===== config.mk =====
export PLATFORM = sky130hd
export DESIGN_NAME = phy_rx_serial_paralelo_flat
export DESIGN_NICKNAME = d
export VERILOG_FILES = /design/src/rtl/phy_rx_serial_paralelo_pkg.sv /design/src/rtl/phy_rx_serial_paralelo_if.sv /design/src/rtl/phy_rx_serial_paralelo.sv /design/src/flat_wrapper.sv
export SDC_FILE = /design/constraint.sdc
export NUM_CORES = 1
export LEC_CHECK = 0
export BUFFER_PORTS_ARGS = -buffer_cell sky130_fd_sc_hd__buf_2
export CAP_MARGIN = 10
export CELL_PAD_IN_SITES_DETAIL_PLACEMENT = 1
export CELL_PAD_IN_SITES_GLOBAL_PLACEMENT = 2
export CORE_UTILIZATION = 41
export CTS_CLUSTER_DIAMETER = 30
export CTS_CLUSTER_SIZE = 8
export DETAILED_ROUTE_END_ITERATION = 10
export PLACE_DENSITY = 0.78
export SETUP_SLACK_MARGIN = 0.15
export SYNTH_ARGS = -nofsm -noshare
export SYNTH_HDL_FRONTEND = slang
export SYNTH_SLANG_ARGS = --single-unit

===== constraint.sdc =====
create_clock -name clk_32f -period 3.55 [get_ports clk_32f]
set_input_delay 0.71 -clock clk_32f [delete_from_list [all_inputs] [get_ports clk_32f]]
set_output_delay 0.71 -clock clk_32f [all_outputs]
set_load 0.05 [all_outputs]

===== src/rtl/phy_rx_serial_paralelo_pkg.sv =====
// Definitions shared by the lane serializer and receiver: comma symbol, lane width,
// receiver states and a saturating counter helper.
package phy_rx_serial_paralelo_pkg;

  localparam int          LANE_W          = 8;
  localparam logic [7:0]  COMMA           = 8'hBC;
  localparam logic [3:0]  COMMA_COUNT_DEF = 4'd4;

  typedef enum logic [1:0] {
    ST_SEARCH  = 2'd0,
    ST_LOCKING = 2'd1,
    ST_ACTIVE  = 2'd2
  } rx_state_e;

  function automatic logic [15:0] sat_inc16(input logic [15:0] v);
    return (v == 16'hFFFF) ? v : (v + 16'd1);
  endfunction

endpackage


===== src/rtl/phy_rx_serial_paralelo_if.sv =====
// Serial lane bundle: serial bit in, parallel byte and status out.
// Optional RX_BYTE_COUNT_EN adds the received data byte counter.
interface phy_rx_serial_paralelo_if;
  import phy_rx_serial_paralelo_pkg::*;

  logic              data_in;
  logic [LANE_W-1:0] data_out;
  logic              valid_out;
  logic              byte_strobe;
  logic              active;
`ifdef RX_BYTE_COUNT_EN
  logic [15:0]       rx_byte_count;
`endif

  // Serializer / lane demux side
  modport master (
    output data_in,
    input  data_out, valid_out, byte_strobe, active
`ifdef RX_BYTE_COUNT_EN
    , input rx_byte_count
`endif
  );

  // Receiver side
  modport slave (
    input  data_in,
    output data_out, valid_out, byte_strobe, active
`ifdef RX_BYTE_COUNT_EN
    , output rx_byte_count
`endif
  );

endinterface


===== src/rtl/phy_rx_serial_paralelo.sv =====
// Single-lane serial-to-parallel receiver with comma alignment and lock.
// Optional RX_BYTE_COUNT_EN adds a saturating count of delivered data bytes.
module phy_rx_serial_paralelo
  import phy_rx_serial_paralelo_pkg::*;
#(
  parameter logic [7:0] COMMA_SYM   = COMMA,
  parameter logic [3:0] COMMA_COUNT = COMMA_COUNT_DEF
) (
  input  logic                     clk_32f,
  input  logic                     reset,
  phy_rx_serial_paralelo_if.slave  bus
);

  rx_state_e         r_state;
  logic [7:0]        r_sr;
  logic [2:0]        r_bit_cnt;
  logic [3:0]        r_comma_cnt;
  logic [LANE_W-1:0] r_data_out;
  logic              r_valid_out;
  logic              r_byte_strobe;
  logic              r_active;

  rx_state_e         w_state_nxt;
  logic [7:0]        w_win;
  logic              w_is_comma;
  logic              w_boundary;
  logic              w_slot_active;
  logic [2:0]        w_bit_cnt_nxt;
  logic [3:0]        w_comma_cnt_nxt;

  assign w_win      = {r_sr[6:0], bus.data_in};
  assign w_is_comma = (w_win == COMMA_SYM);
  assign w_boundary = (r_bit_cnt == 3'd7);

  // Next-state, comma counter and bit-phase logic
  always_comb begin
    w_state_nxt     = r_state;
    w_comma_cnt_nxt = r_comma_cnt;
    w_bit_cnt_nxt   = r_bit_cnt + 3'd1;
    w_slot_active   = 1'b0;
    case (r_state)
      ST_SEARCH: begin
        // A comma at any bit offset sets the byte phase
        if (w_is_comma) begin
          w_bit_cnt_nxt   = 3'd0;
          w_comma_cnt_nxt = 4'd1;
          w_state_nxt     = (COMMA_COUNT <= 4'd1) ? ST_ACTIVE : ST_LOCKING;
        end else begin
          w_comma_cnt_nxt = 4'd0;
        end
      end
      ST_LOCKING: begin
        if (w_boundary) begin
          if (w_is_comma) begin
            w_comma_cnt_nxt = r_comma_cnt + 4'd1;
            if ((r_comma_cnt + 4'd1) >= COMMA_COUNT) begin
              w_state_nxt = ST_ACTIVE;
            end else begin
              w_state_nxt = ST_LOCKING;
            end
          end else begin
            w_comma_cnt_nxt = 4'd0;
            w_state_nxt     = ST_SEARCH;
          end
        end else begin
          w_state_nxt = ST_LOCKING;
        end
      end
      ST_ACTIVE: begin
        w_slot_active = w_boundary;
      end
      default: begin
        w_state_nxt     = ST_SEARCH;
        w_comma_cnt_nxt = 4'd0;
        w_bit_cnt_nxt   = 3'd0;
      end
    endcase
  end

  // State, shift register and counters
  always_ff @(posedge clk_32f or posedge reset) begin
    if (reset) begin
      r_state     <= ST_SEARCH;
      r_sr        <= 8'h00;
      r_bit_cnt   <= 3'd0;
      r_comma_cnt <= 4'd0;
    end else begin
      r_state     <= w_state_nxt;
      r_sr        <= w_win;
      r_bit_cnt   <= w_bit_cnt_nxt;
      r_comma_cnt <= w_comma_cnt_nxt;
    end
  end

  // Registered byte outputs; a comma slot drops valid but keeps the last data byte
  always_ff @(posedge clk_32f or posedge reset) begin
    if (reset) begin
      r_data_out    <= 8'h00;
      r_valid_out   <= 1'b0;
      r_byte_strobe <= 1'b0;
      r_active      <= 1'b0;
    end else begin
      r_byte_strobe <= w_slot_active;
      r_active      <= (w_state_nxt == ST_ACTIVE);
      if (w_slot_active) begin
        if (w_is_comma) begin
          r_valid_out <= 1'b0;
        end else begin
          r_data_out  <= w_win;
          r_valid_out <= 1'b1;
        end
      end
    end
  end

  assign bus.data_out    = r_data_out;
  assign bus.valid_out   = r_valid_out;
  assign bus.byte_strobe = r_byte_strobe;
  assign bus.active      = r_active;

`ifdef RX_BYTE_COUNT_EN
  logic [15:0] r_byte_count;

  // Counts data bytes delivered, saturating at all-ones
  always_ff @(posedge clk_32f or posedge reset) begin
    if (reset) begin
      r_byte_count <= 16'h0000;
    end else if (w_slot_active && !w_is_comma) begin
      r_byte_count <= sat_inc16(r_byte_count);
    end
  end

  assign bus.rx_byte_count = r_byte_count;
`endif

endmodule

===== src/flat_wrapper.sv =====
// flat-port wrapper written by rule: the top's interface ports become plain ports
module phy_rx_serial_paralelo_flat import phy_rx_serial_paralelo_pkg::*;
#(
  parameter logic [7:0] COMMA_SYM   = COMMA,
  parameter logic [3:0] COMMA_COUNT = COMMA_COUNT_DEF
)
  (clk_32f, reset, bus_data_in, bus_data_out, bus_valid_out, bus_byte_strobe, bus_active);
  phy_rx_serial_paralelo_if bus_i ();
  input  logic clk_32f;
  input  logic reset;
  input wire logic [$bits(bus_i.data_in)-1:0] bus_data_in;
  output wire logic [$bits(bus_i.data_out)-1:0] bus_data_out;
  output wire logic [$bits(bus_i.valid_out)-1:0] bus_valid_out;
  output wire logic [$bits(bus_i.byte_strobe)-1:0] bus_byte_strobe;
  output wire logic [$bits(bus_i.active)-1:0] bus_active;
  assign bus_i.data_in = bus_data_in;
  assign bus_data_out = bus_i.data_out;
  assign bus_valid_out = bus_i.valid_out;
  assign bus_byte_strobe = bus_i.byte_strobe;
  assign bus_active = bus_i.active;
  phy_rx_serial_paralelo #(.COMMA_SYM(COMMA_SYM), .COMMA_COUNT(COMMA_COUNT)) u_core (.clk_32f(clk_32f), .reset(reset), .bus(bus_i));
endmodule

# ---- After elaboration in Yosys (flattened, before gate mapping)
# Index checks and enable logic that the tools add are counted.
dict set report op_classes {
  reduce_logical 4
  muxes 13
  n_addsub 2
  n_eq_ne 6
  magnitude_cmp 1
  n_bitwise 2
}
# operator n
set ops {}
lappend ops {{4-bit one-hot mux with 3 select lines} 1}
lappend ops {{8-bit == test, second input constant} 1}
lappend ops {{2-bit two-way mux} 4}
lappend ops {{4-bit two-way mux} 2}
lappend ops {{2-bit one-hot mux with 3 select lines} 1}
lappend ops {{3-bit one-hot mux with 2 select lines} 1}
lappend ops {{4-bit by 1-bit adder with 4-bit output, second input constant} 1}
lappend ops {{2-bit == test, second input constant} 2}
lappend ops {{4-bit by 3-bit greater-or-equal comparator with 1-bit output, second input constant} 1}
lappend ops {{2-bit AND reduction} 2}
lappend ops {{3-bit by 1-bit adder with 3-bit output, second input constant} 1}
lappend ops {{3-bit == test, second input constant} 1}
lappend ops {{1-bit two-way mux} 3}
lappend ops {{3-bit two-way mux} 1}
lappend ops {{2-bit by 1-bit == test with 1-bit output, second input constant} 1}
lappend ops {{2-bit zero test} 1}
lappend ops {{2-bit by 1-bit != test with 1-bit output, second input constant} 1}
lappend ops {{1-bit inverter} 2}
lappend ops {{2-bit OR reduction} 1}
dict set report totals {
  word_cells 36
  reg_bits 27
  input_bits 3
}

# ---- Depth between registers and ports, before layout
# Gate-level depths: netlist of run 1.
dict set report depth {
  ltp_word 7
  depth_mapped 7
}

# ---- Least setup slack after synthesis of run 1
# No wires, ideal clock.
dict set report synth_path {
  kind {input port to flip-flop}
  from {input bus_data_in}
  to {register u_core.r_active (netlist: u_core.bus.active)}
  setup_ps 87
  path_slack_ps 1735
  arrival_time_ps 1728
  cell_stages 4
  t_required_ps 3463
  path_buffers 0
  cell_sequence {nand4bb_4 -> or2_0 -> or3_4 -> a211oi_2}
}
dict set report synth_via {
  elab_chain_cells 5
}
# element line_no
set synth_rtl {}
lappend synth_rtl {{start, declared} flat_wrapper.sv:11} ;# input wire logic [$bits(bus_i.data_in)-1:0] bus_data_in;
lappend synth_rtl {{8-bit == test (*)} phy_rx_serial_paralelo.sv:32} ;# assign w_is_comma = (w_win == COMMA_SYM);
lappend synth_rtl {{2-bit two-way mux} phy_rx_serial_paralelo.sv:54} ;# if (w_is_comma) begin
lappend synth_rtl {{2-bit two-way mux} phy_rx_serial_paralelo.sv:53} ;# if (w_boundary) begin
lappend synth_rtl {{2-bit one-hot mux with 3 select lines (*)} phy_rx_serial_paralelo.sv:41} ;# case (r_state)
lappend synth_rtl {{2-bit == test (*)} phy_rx_serial_paralelo.sv:104} ;# r_active <= (w_state_nxt == ST_ACTIVE);
lappend synth_rtl {{end signal, assigned} phy_rx_serial_paralelo.sv:104}
lappend synth_rtl {{end, declared} phy_rx_serial_paralelo.sv:21} ;# logic r_active;
# Mark *: on every way between the ends. The rest lies on a longest branch, timed or not.
# A chain may end at the register's enable or synchronous reset.

# ---- Worst setup path after layout of run 1
dict set report layout_path {
  from {register u_core.r_state[0]}
  to {register u_core.r_data_out[2] (netlist: u_core.bus.data_out[2])}
}
dict set report layout_via {
  elab_chain_cells 3
}
# element line_no
set layout_rtl {}
lappend layout_rtl {{start, declared} phy_rx_serial_paralelo.sv:14} ;# rx_state_e r_state;
lappend layout_rtl {{start signal, assigned} phy_rx_serial_paralelo.sv:88} ;# r_state <= w_state_nxt;
lappend layout_rtl {{2-bit == test} phy_rx_serial_paralelo.sv:41}
lappend layout_rtl {{1-bit two-way mux} phy_rx_serial_paralelo.sv:41}
lappend layout_rtl {{2-bit AND reduction (no source line)} n/a}
lappend layout_rtl {{end signal, assigned} phy_rx_serial_paralelo.sv:109} ;# r_data_out <= w_win;
lappend layout_rtl {{end, declared} phy_rx_serial_paralelo.sv:18} ;# logic [LANE_W-1:0] r_data_out;
# Every way passes these cells.

==> summary.txt, run 1 <==
Global route
  • Total gr overflow: 0
  • GRT Total Usage: between 10% and 20%
  • Largest net degree at the start of global routing: 28
  • First-pass GRT wire length: between 4 and 5 mm
  • Antenna violations before repair: 0
  • Number of global-route vias before repair: around 870

STA
  • Max Clock Freq: approximately 0.52 GHz
  • Final hold vios: 0
  • Setup violation total in the final timing report: 0
  • Final setup TNS: 0 ns
  • RSZ-0062 raised after global routing: false
  • Slew headroom: between 30% and 40%
  • Final worst-path cycle share: between 50% and 60%
  • Tmin final: 1.92 ns
  • Final slew viol count: 0
  • Least-Margin Pin Slew: 0.994 ns
  • Layout Skew: ~0.0075 ns

Clocking
  • Num CTS Buffers: 3
  • Total clock sinks: 27
  • Clk buf depth: 2
  • H-tree lvl count: 1
  • Post-CTS Hold Buffers: 0
  • Post-CTS resize count: 0
  • CTS tree: built
  • Clock-pin slew on the worst setup and hold paths: 0.14 ns
  • Clock root buffer: clkbuf_4
  • Postcts setup bufs: 0
  • Skew-Pair Late Insertion Delay: between 0.3 and 0.4 ns

Cells and area
  • Syn-to-layout area delta: 10.5%
  • Fin nets: between 100 and 150
  • Number of diodes: 0
  • Fillcell total: roughly 300
  • Share of cells above drive strength 1: between 20 and 30%
  • Non-filler cells, final: about 150

Setup path
  • CP Capture Type: flip-flop
  • Worst reg2reg path startpoint: u_core.r_state[0]
  • CP Class: reg -> reg
  • Slowest stage delay, CP: about 0.44 ns
  • Arr. time, crit path: ~2.2 ns
  • Worst path cell trace: inv_1 -> ha_1 -> nand2_1 -> nor2_2 -> mux2_2
  • Worst Path Required: 3.78 ns
  • Worst Path Max Fanout: 9
  • Critical path's slowest cell: dfrtp_1
  • Crit start category: flip-flop
  • Worst setup startpoint: u_core.r_state[0]

Synthesis
  • Warnings from Yosys: 0
  • Synth cell types: 34
  • Post-synth ARST share: 100%
  • Yosys top cell by area: dfrtp_1
  • Commonest cells post-synth: 27 x dfrtp_1, 8 x ha_1, 8 x inv_1
  • Post-synthesis net count: ~110
  • Post-synth EDFFs: 0
  • Top post-synthesis cells by area: dfrtp_1 55%, ha_1 8.1%, mux2_2 6.4%
  • Synth Instances: 98
  • Predominant post-synthesis flop cell: dfrtp_1
  • Most frequent cell after synthesis: dfrtp_1
  • Syn avg cell area: approximately 13 µm²
  • Top-area cell type share of the netlist area: between 50% and 60%
  • Yosys reg bits: 27
  • Post-Syn Area: around 1200 µm²
  • Sequential element share of the synthesized area: 54.5%

Floorplan
  • Die Area: 3250 µm²
  • Die height: 57.0 µm
  • Core Area: 2810 µm²
  • Die X: approximately 57 µm
  • Row cnt: 19
  • Starting Density: between 40% and 50%
  • Ports: 14

Run status
  • Status: complete, no violations

Power
  • Worst IR Drop VDD: a little over 0.2 mV
  • P_leak: 0.656 nW
  • Pwr dens: 444 nW/µm²

Route
  • Routed wire length: ~2.2 mm
  • Via density: around 5.4
  • DR vias: just under 800
  • Avg WL per Cell: around 15 µm
  • Antenna Violating Nets Remaining: 0
  • DRT Pass-1 Iters: 3
  • DR iter-0 viols: 13
  • Drt drc: 0

Place
  • Routability Congestion: between 0.7 and 0.8
  • I/O Buffers: 13
  • Placed Instances: approximately 140
  • HPWL after detailed placement: about 1.7 mm

Min path
  • Worst min-delay path class: reg -> reg
  • Worst hold start: u_core.r_sr[0]

Flow run
  • Max_cap viols: 0
[registers in the layout (all words and copies together) (netlist names)]
| name | cells |
|---|---|
| u_core.r_state | 2 |
| u_core.bus.active | 1 |
| u_core.r_comma_cnt | 4 |
| u_core.bus.valid_out | 1 |
| u_core.bus.byte_strobe | 1 |
| u_core.r_sr | 7 |
| u_core.bus.data_out | 8 |
| u_core.r_bit_cnt | 3 |
[through the flow]
step | instance area (µm²) | power, mW | worst slack [ns] | hold slack [ns] | utilization (%)
finish | 1370 | 0.608 | 1.63 | 0.431 | 48.8
global route | 1370 | 0.652 | 1.44 | 0.468 | 48.8
CTS | 1370 | 0.621 | 1.56 | 0.440 | 48.8
detailed placement | 1340 | 0.481 | 1.53 | 0.411 | 47.7
global placement | 1340 | 0.474 | 1.57 | 0.385 | 47.7
floorplan | 1240 | 0.448 | 1.73 | 0.369 | -
[cells in the final DEF (no fill, tap or decap), types with 2 or more instances in the layout]
master | netlist | layout
a21oi_1 | 2 | 2
nand3_1 | 2 | 2
clkbuf_4 | 0 | 3
buf_2 | 0 | 13
mux2_2 | 7 | 7
dfrtp_1 | 27 | 27
ha_1 | 8 | 8
o21ai_0 | 5 | 5
o211ai_1 | 2 | 2
nand3b_1 | 3 | 3
nor3_1 | 2 | 2
nand2_1 | 5 | 5
o31ai_1 | 2 | 2
nor2b_1 | 3 | 3
and2_1 | 2 | 2
inv_1 | 8 | 8
[cell families (layout without fill, tap and decap cells)]
kind of cell	after synthesis	count (layout)	share of synthesized area, %
buffers and inverters	9	25	2.73
adders and majority gates	8	8	8.08
and+or+nand+nor	26	26	15.5
AOI/OAI and AO/OA	20	20	12.0
DFF	27	27	54.5
muxes	8	8	7.17
[worst max-delay path: cells and delay by family (launching register included)]
| family | cells | cell delay (ns) |
|---|---|---|
| AND/OR/NAND/NOR | 2 | 0.54 |
| flip-flops | 1 | 0.44 |
| multiplexers | 1 | 0.38 |
| adder cells (fa/ha/maj) | 1 | 0.34 |
| buffers and inverters | 1 | 0.12 |
[path summary, 6_finish.rpt]
check	to	slack, ns	depth (start not counted)
max in group asynchronous	u_core.bus.active	2.37	2
setup reg to reg	u_core.bus.data_out[2]	1.63	5
min in group asynchronous	u_core.bus.data_out[0]	0.58	2
setup / recovery	u_core.bus.data_out[2]	1.63	5
hold reg to reg	u_core.r_sr[1]	0.43	0
hold / removal	u_core.r_sr[1]	0.43	0
[final cells by class]
type / instances / area [µm²] / share of cell area, %
tap: 31 / 38.8 / 2.83
inverter: 8 / 30.0 / 2.19
clock buffer: 3 / 22.5 / 1.65
sequential: 27 / 676 / 49.4
multi-input combinational: 62 / 529 / 38.7
timing repair buffer: 13 / 65.1 / 4.75
clock inverter: 1 / 7.51 / 0.548
[metal layers]
layer	vias up	share of wire, %	GRT usage, %
li1	382	-	-
met1	390	47	23.7
met2	10	49	25.9
met3	5	1.9	2.72
met4	0	2.1	7.32
met5	-	0	0
[where the power goes]
| group | switching (mW) | internal (mW) |
|---|---|---|
| combinational | 0.0680 | 0.0537 |
| sequential | 0.0161 | 0.334 |
| clock | 0.0931 | 0.0432 |
| total | 0.177 | 0.431 |
No activity file was read; power rests on OpenSTA's default activity.
==> run 2: changes to the inputs <==
- ABC_AREA: unset -> 1
- CORE_UTILIZATION: 41 -> 32
- PLACE_DENSITY: 0.78 -> 0.69
- clock period: 3.55 -> 1.7 ns (I/O delays scaled with it)
==> summary.txt, run 2 <==
Route
  • Avg WL per Cell: 12.4 µm (was 15.3 µm)
  • Drt drc: 0 (unchanged)
  • DRT Pass-1 Iters: 2 (was 3)
  • DR iter-0 viols: 28 (was 13)
  • Antenna Violating Nets Remaining: 0 (unchanged)
  • DR vias: 795 (was 787)
  • Routed wire length: 2.23 mm (was 2.22 mm)
  • Via density: 4.42 (was 5.43)

Synthesis
  • Top post-synthesis cells by area: dfrtp_1 56%, ha_1 8.3%, nand2_1 6.8% (was dfrtp_1 55%, ha_1 8.1%, mux2_2 6.4%)
  • Adder-cell area share of the yosys netlist: 8.26% (was 8.08%)
  • Synth Area in XOR/XNOR: 0% (unchanged)
  • Top-area cell type share of the netlist area: 55.8% (was 54.5%)
  • Predominant post-synthesis flop cell: dfrtp_1 (unchanged)
  • Syn avg cell area: 10.4 µm² (was 12.6 µm²)
  • Yosys reg bits: 27 (unchanged)
  • Post-synth EDFFs: 0 (unchanged)
  • Post-synthesis net count: 127 (was 109)
  • Post-Syn Area: 1210 µm² (was 1240 µm²)
  • Post-synth ARST share: 100% (unchanged)
  • Commonest cells post-synth: 27 x dfrtp_1, 22 x nand2_1, 21 x inv_1 (was 27 x dfrtp_1, 8 x ha_1, 8 x inv_1)
  • Most frequent cell after synthesis: dfrtp_1 (unchanged)
  • Synth Area in Compound Gates: 5.17% (was 12.0%)
  • Synth Area in Simple Gates: 17.1% (was 15.5%)
  • Warnings from Yosys: 0 (unchanged)
  • Synth cell types: 21 (was 34)
  • Sequential element share of the synthesized area: 55.8% (was 54.5%)
  • Largest family of logic cells by synthesized area: simple AND/OR/NAND/NOR gates (unchanged)
  • Synth Instances: 116 (was 98)
  • Mux share of post-synthesis cell area: 5.58% (was 7.17%)
  • Yosys top cell by area: dfrtp_1 (unchanged)

Setup path
  • Worst reg2reg path startpoint: u_core.r_bit_cnt[0] (was u_core.r_state[0])
  • Worst Path Max Fanout: 12 (was 9)
  • Critical path's slowest cell: dfrtp_1 (unchanged)
  • Worst Path Required: 1.87 ns (was 3.78 ns)
  • Path depth of the worst reg2reg path: 6 (was 5)
  • Arr. time, crit path: 1.63 ns (was 2.15 ns)
  • R2R setup slack: 0.24 ns (was 1.63 ns)
  • R2R Path End: u_core.bus.data_out[7] (was u_core.bus.data_out[2])
  • CP Capture Type: flip-flop (unchanged)
  • CP Class: reg -> reg (unchanged)
  • Worst path cell trace: ha_2 -> ha_4 -> nand2_2 -> inv_2 -> nand2_8 -> mux2_2 (was inv_1 -> ha_1 -> nand2_1 -> nor2_2 -> mux2_2)
  • Crit start category: flip-flop (unchanged)
  • Slowest stage delay, CP: 0.39 ns (was 0.44 ns)

Clocking
  • Clk buf depth: 2 (unchanged)
  • CTS tree: built (unchanged)
  • Clock-pin slew on the worst setup and hold paths: 0.10 ns (was 0.14 ns)
  • Total clock sinks: 27 (unchanged)
  • Skew-Pair Late Insertion Delay: 0.28 ns (was 0.33 ns)
  • Num CTS Buffers: 3 (unchanged)
  • Post-CTS Hold Buffers: 0 (unchanged)
  • H-tree lvl count: 1 (unchanged)
  • Clock root buffer: clkbuf_8 (was clkbuf_4)

Floorplan
  • Die height: 63.5 µm (was 57.0 µm)
  • Row cnt: 21 (was 19)
  • Core Area: 3470 µm² (was 2810 µm²)
  • Die Area: 4030 µm² (was 3250 µm²)
  • Ports: 14 (unchanged)
  • Starting Density: 34.9% (was 44.2%)
  • Die X: 63.5 µm (was 57.0 µm)

Global route
  • Antenna violations before repair: 0 (unchanged)
  • GRT Total Usage: 13.1% (was 16.8%)
  • Number of global-route vias before repair: 864 (was 865)
  • First-pass GRT wire length: 4.06 mm (was 4.11 mm)
  • Total gr overflow: 0 (unchanged)
  • Largest net degree at the start of global routing: 28 (unchanged)

Power
  • Pwr dens: 1000 nW/µm² (was 444 nW/µm²)
  • Clock share of power: 27.0% (was 22.4%)
  • Reg power frac: 51.8% (was 57.6%)
  • Switch share: 30.5% (was 29.1%)
  • Worst IR Drop VDD: 0.610 mV (was 0.206 mV)
  • P_leak: 0.748 nW (was 0.656 nW)
  • Comb pwr share: 21.3% (was 20.0%)
  • P_sw: 0.431 mW (was 0.177 mW)
  • Int Pwr: 0.982 mW (was 0.431 mW)

Cells and area
  • Non-filler cells, final: 180 (was 145)
  • Most frequent cells in the layout: 27 x dfrtp_1, 21 x nand2_1, 21 x inv_1 (was 27 x dfrtp_1, 13 x buf_2, 8 x inv_1, 8 x ha_1, 7 x mux2_2)
  • Share of cells above drive strength 1: 27.6% (was 27.2%)
  • Syn-to-layout area delta: 16.5% (was 10.5%)
  • Commonest non-fill, non-tap cell in the layout: dfrtp_1 (unchanged)
  • Number of diodes: 0 (unchanged)
  • Fin nets: 146 (was 126)
  • Number of flip-flops in the largest register: 8 (unchanged)

Place
  • HPWL after detailed placement: 1.67 mm (was 1.68 mm)
  • Placed Instances: 175 (was 141)
  • Routability Congestion: 0.713 (was 0.768)
  • I/O Buffers: 13 (unchanged)

STA
  • Least-Margin Pin Slew: 0.340 ns (was 0.994 ns)
  • Final setup TNS: 0 ns (unchanged)
  • Tmin final: 1.46 ns (was 1.92 ns)
  • Final slew viol count: 0 (unchanged)
  • RSZ-0062 raised after global routing: false (unchanged)
  • Setup violation total in the final timing report: 0 (unchanged)
  • Final hold vios: 0 (unchanged)
  • Max Clock Freq: 0.685 GHz (was 0.520 GHz)
  • Final worst-path cycle share: 85.9% (was 54.1%)
  • Slew headroom: 77.4% (was 33.6%)
  • Layout Skew: 0.00134 ns (was 0.00745 ns)

Run status
  • Status: complete, no violations (unchanged)

Min path
  • Worst min-delay path class: in -> async (was reg -> reg)

Flow run
  • Max_cap viols: 0 (unchanged)
[run 2: cell types whose count changed in the layout (fill, tap and decap cells not counted), sizes merged, moves of 3 or more]
cell    change
nand2      +22
nor2b       -3
nand3       +4
inv        +14
o21ai       +3
nand3b      -3
[run 2: power by group through the flow]
stage                     clock network, mW  logic, mW  registers [mW]
after detailed placement                  0      0.287           0.740
after CTS                             0.393      0.287           0.727
final                                 0.381      0.300           0.731
after global placement                    0      0.279           0.739
after global routing                  0.427      0.363           0.738
after floorplan                           0      0.220           0.733
[run 2: through the flow]
stage | setup slack [ns] | hold WS, ns | cell area [µm²] | utilization (%) | power, mW
2_1_floorplan | 0.209 | 0.354 | 1210 | - | 0.953
3_3_place_gp | 0.174 | 0.358 | 1330 | 38.2 | 1.02
3_5_place_dp | 0.132 | 0.362 | 1330 | 38.2 | 1.03
4_1_cts | 0.155 | 0.110 | 1380 | 39.9 | 1.41
5_1_grt | 0.147 | 0.125 | 1410 | 40.7 | 1.53
6_report | 0.240 | 0.0995 | 1410 | 40.7 | 1.41
[run 2: what timing repair did]
item,in CTS,in global routing
endpoints found under the setup margin,2,7
gates resized for setup,1,6
endpoints found under the hold margin,0,0
buffers inserted,0,1
[run 2: final cells by class]
type | instances | area, µm²
clock inverter | 1 | 7.51
clock buffer | 3 | 41.3
multi-input combinational | 66 | 467
tap | 46 | 57.6
sequential | 27 | 676
timing repair buffer | 15 | 80.1
fill | 417 | 2060
inverter | 22 | 82.6
[run 2: logic make-up (layout without fill, tap and decap cells)]
| logic type | Yosys count | in the layout |
|---|---|---|
| mux | 5 | 5 |
| buf+inv | 23 | 41 |
| compound gates | 12 | 12 |
| simple gates | 41 | 41 |
| flops | 27 | 27 |
| fa+ha+maj | 8 | 8 |
[run 2: worst max-delay path by stage]
stage                                   endpoint  cells after the start           startpoint  slack (ns)
after floorplan           u_core.bus.data_out[2]                      7  u_core.r_bit_cnt[0]        0.21
after global placement    u_core.bus.data_out[5]                      6  u_core.r_bit_cnt[0]        0.17
after detailed placement  u_core.bus.data_out[5]                      6  u_core.r_bit_cnt[0]        0.13
after CTS                 u_core.bus.data_out[7]                      6  u_core.r_bit_cnt[0]        0.16
after global routing           u_core.bus.active                     10  u_core.r_bit_cnt[0]        0.15
final                     u_core.bus.data_out[7]                      6  u_core.r_bit_cnt[0]        0.24
[run 2: layer usage]
metal | global-route usage [%] | wire length, µm | share of wire, % | up-vias
met4 | 5.11 | 28 | 1.3 | 0
met2 | 20.3 | 1000 | 45 | 8
met5 | 0 | 0 | 0 | -
met1 | 17.8 | 1150 | 52 | 386
met3 | 2.72 | 50 | 2.2 | 4
li1 | - | - | - | 397
[run 2: critical path: cells and delay by family (launching register included)]
family / cells / cell delay, ns
AND/OR/NAND/NOR: 2 / 0.18
buffers and inverters: 1 / 0.06
flip-flops: 1 / 0.39
adder cells (fa/ha/maj): 2 / 0.37
multiplexers: 1 / 0.34
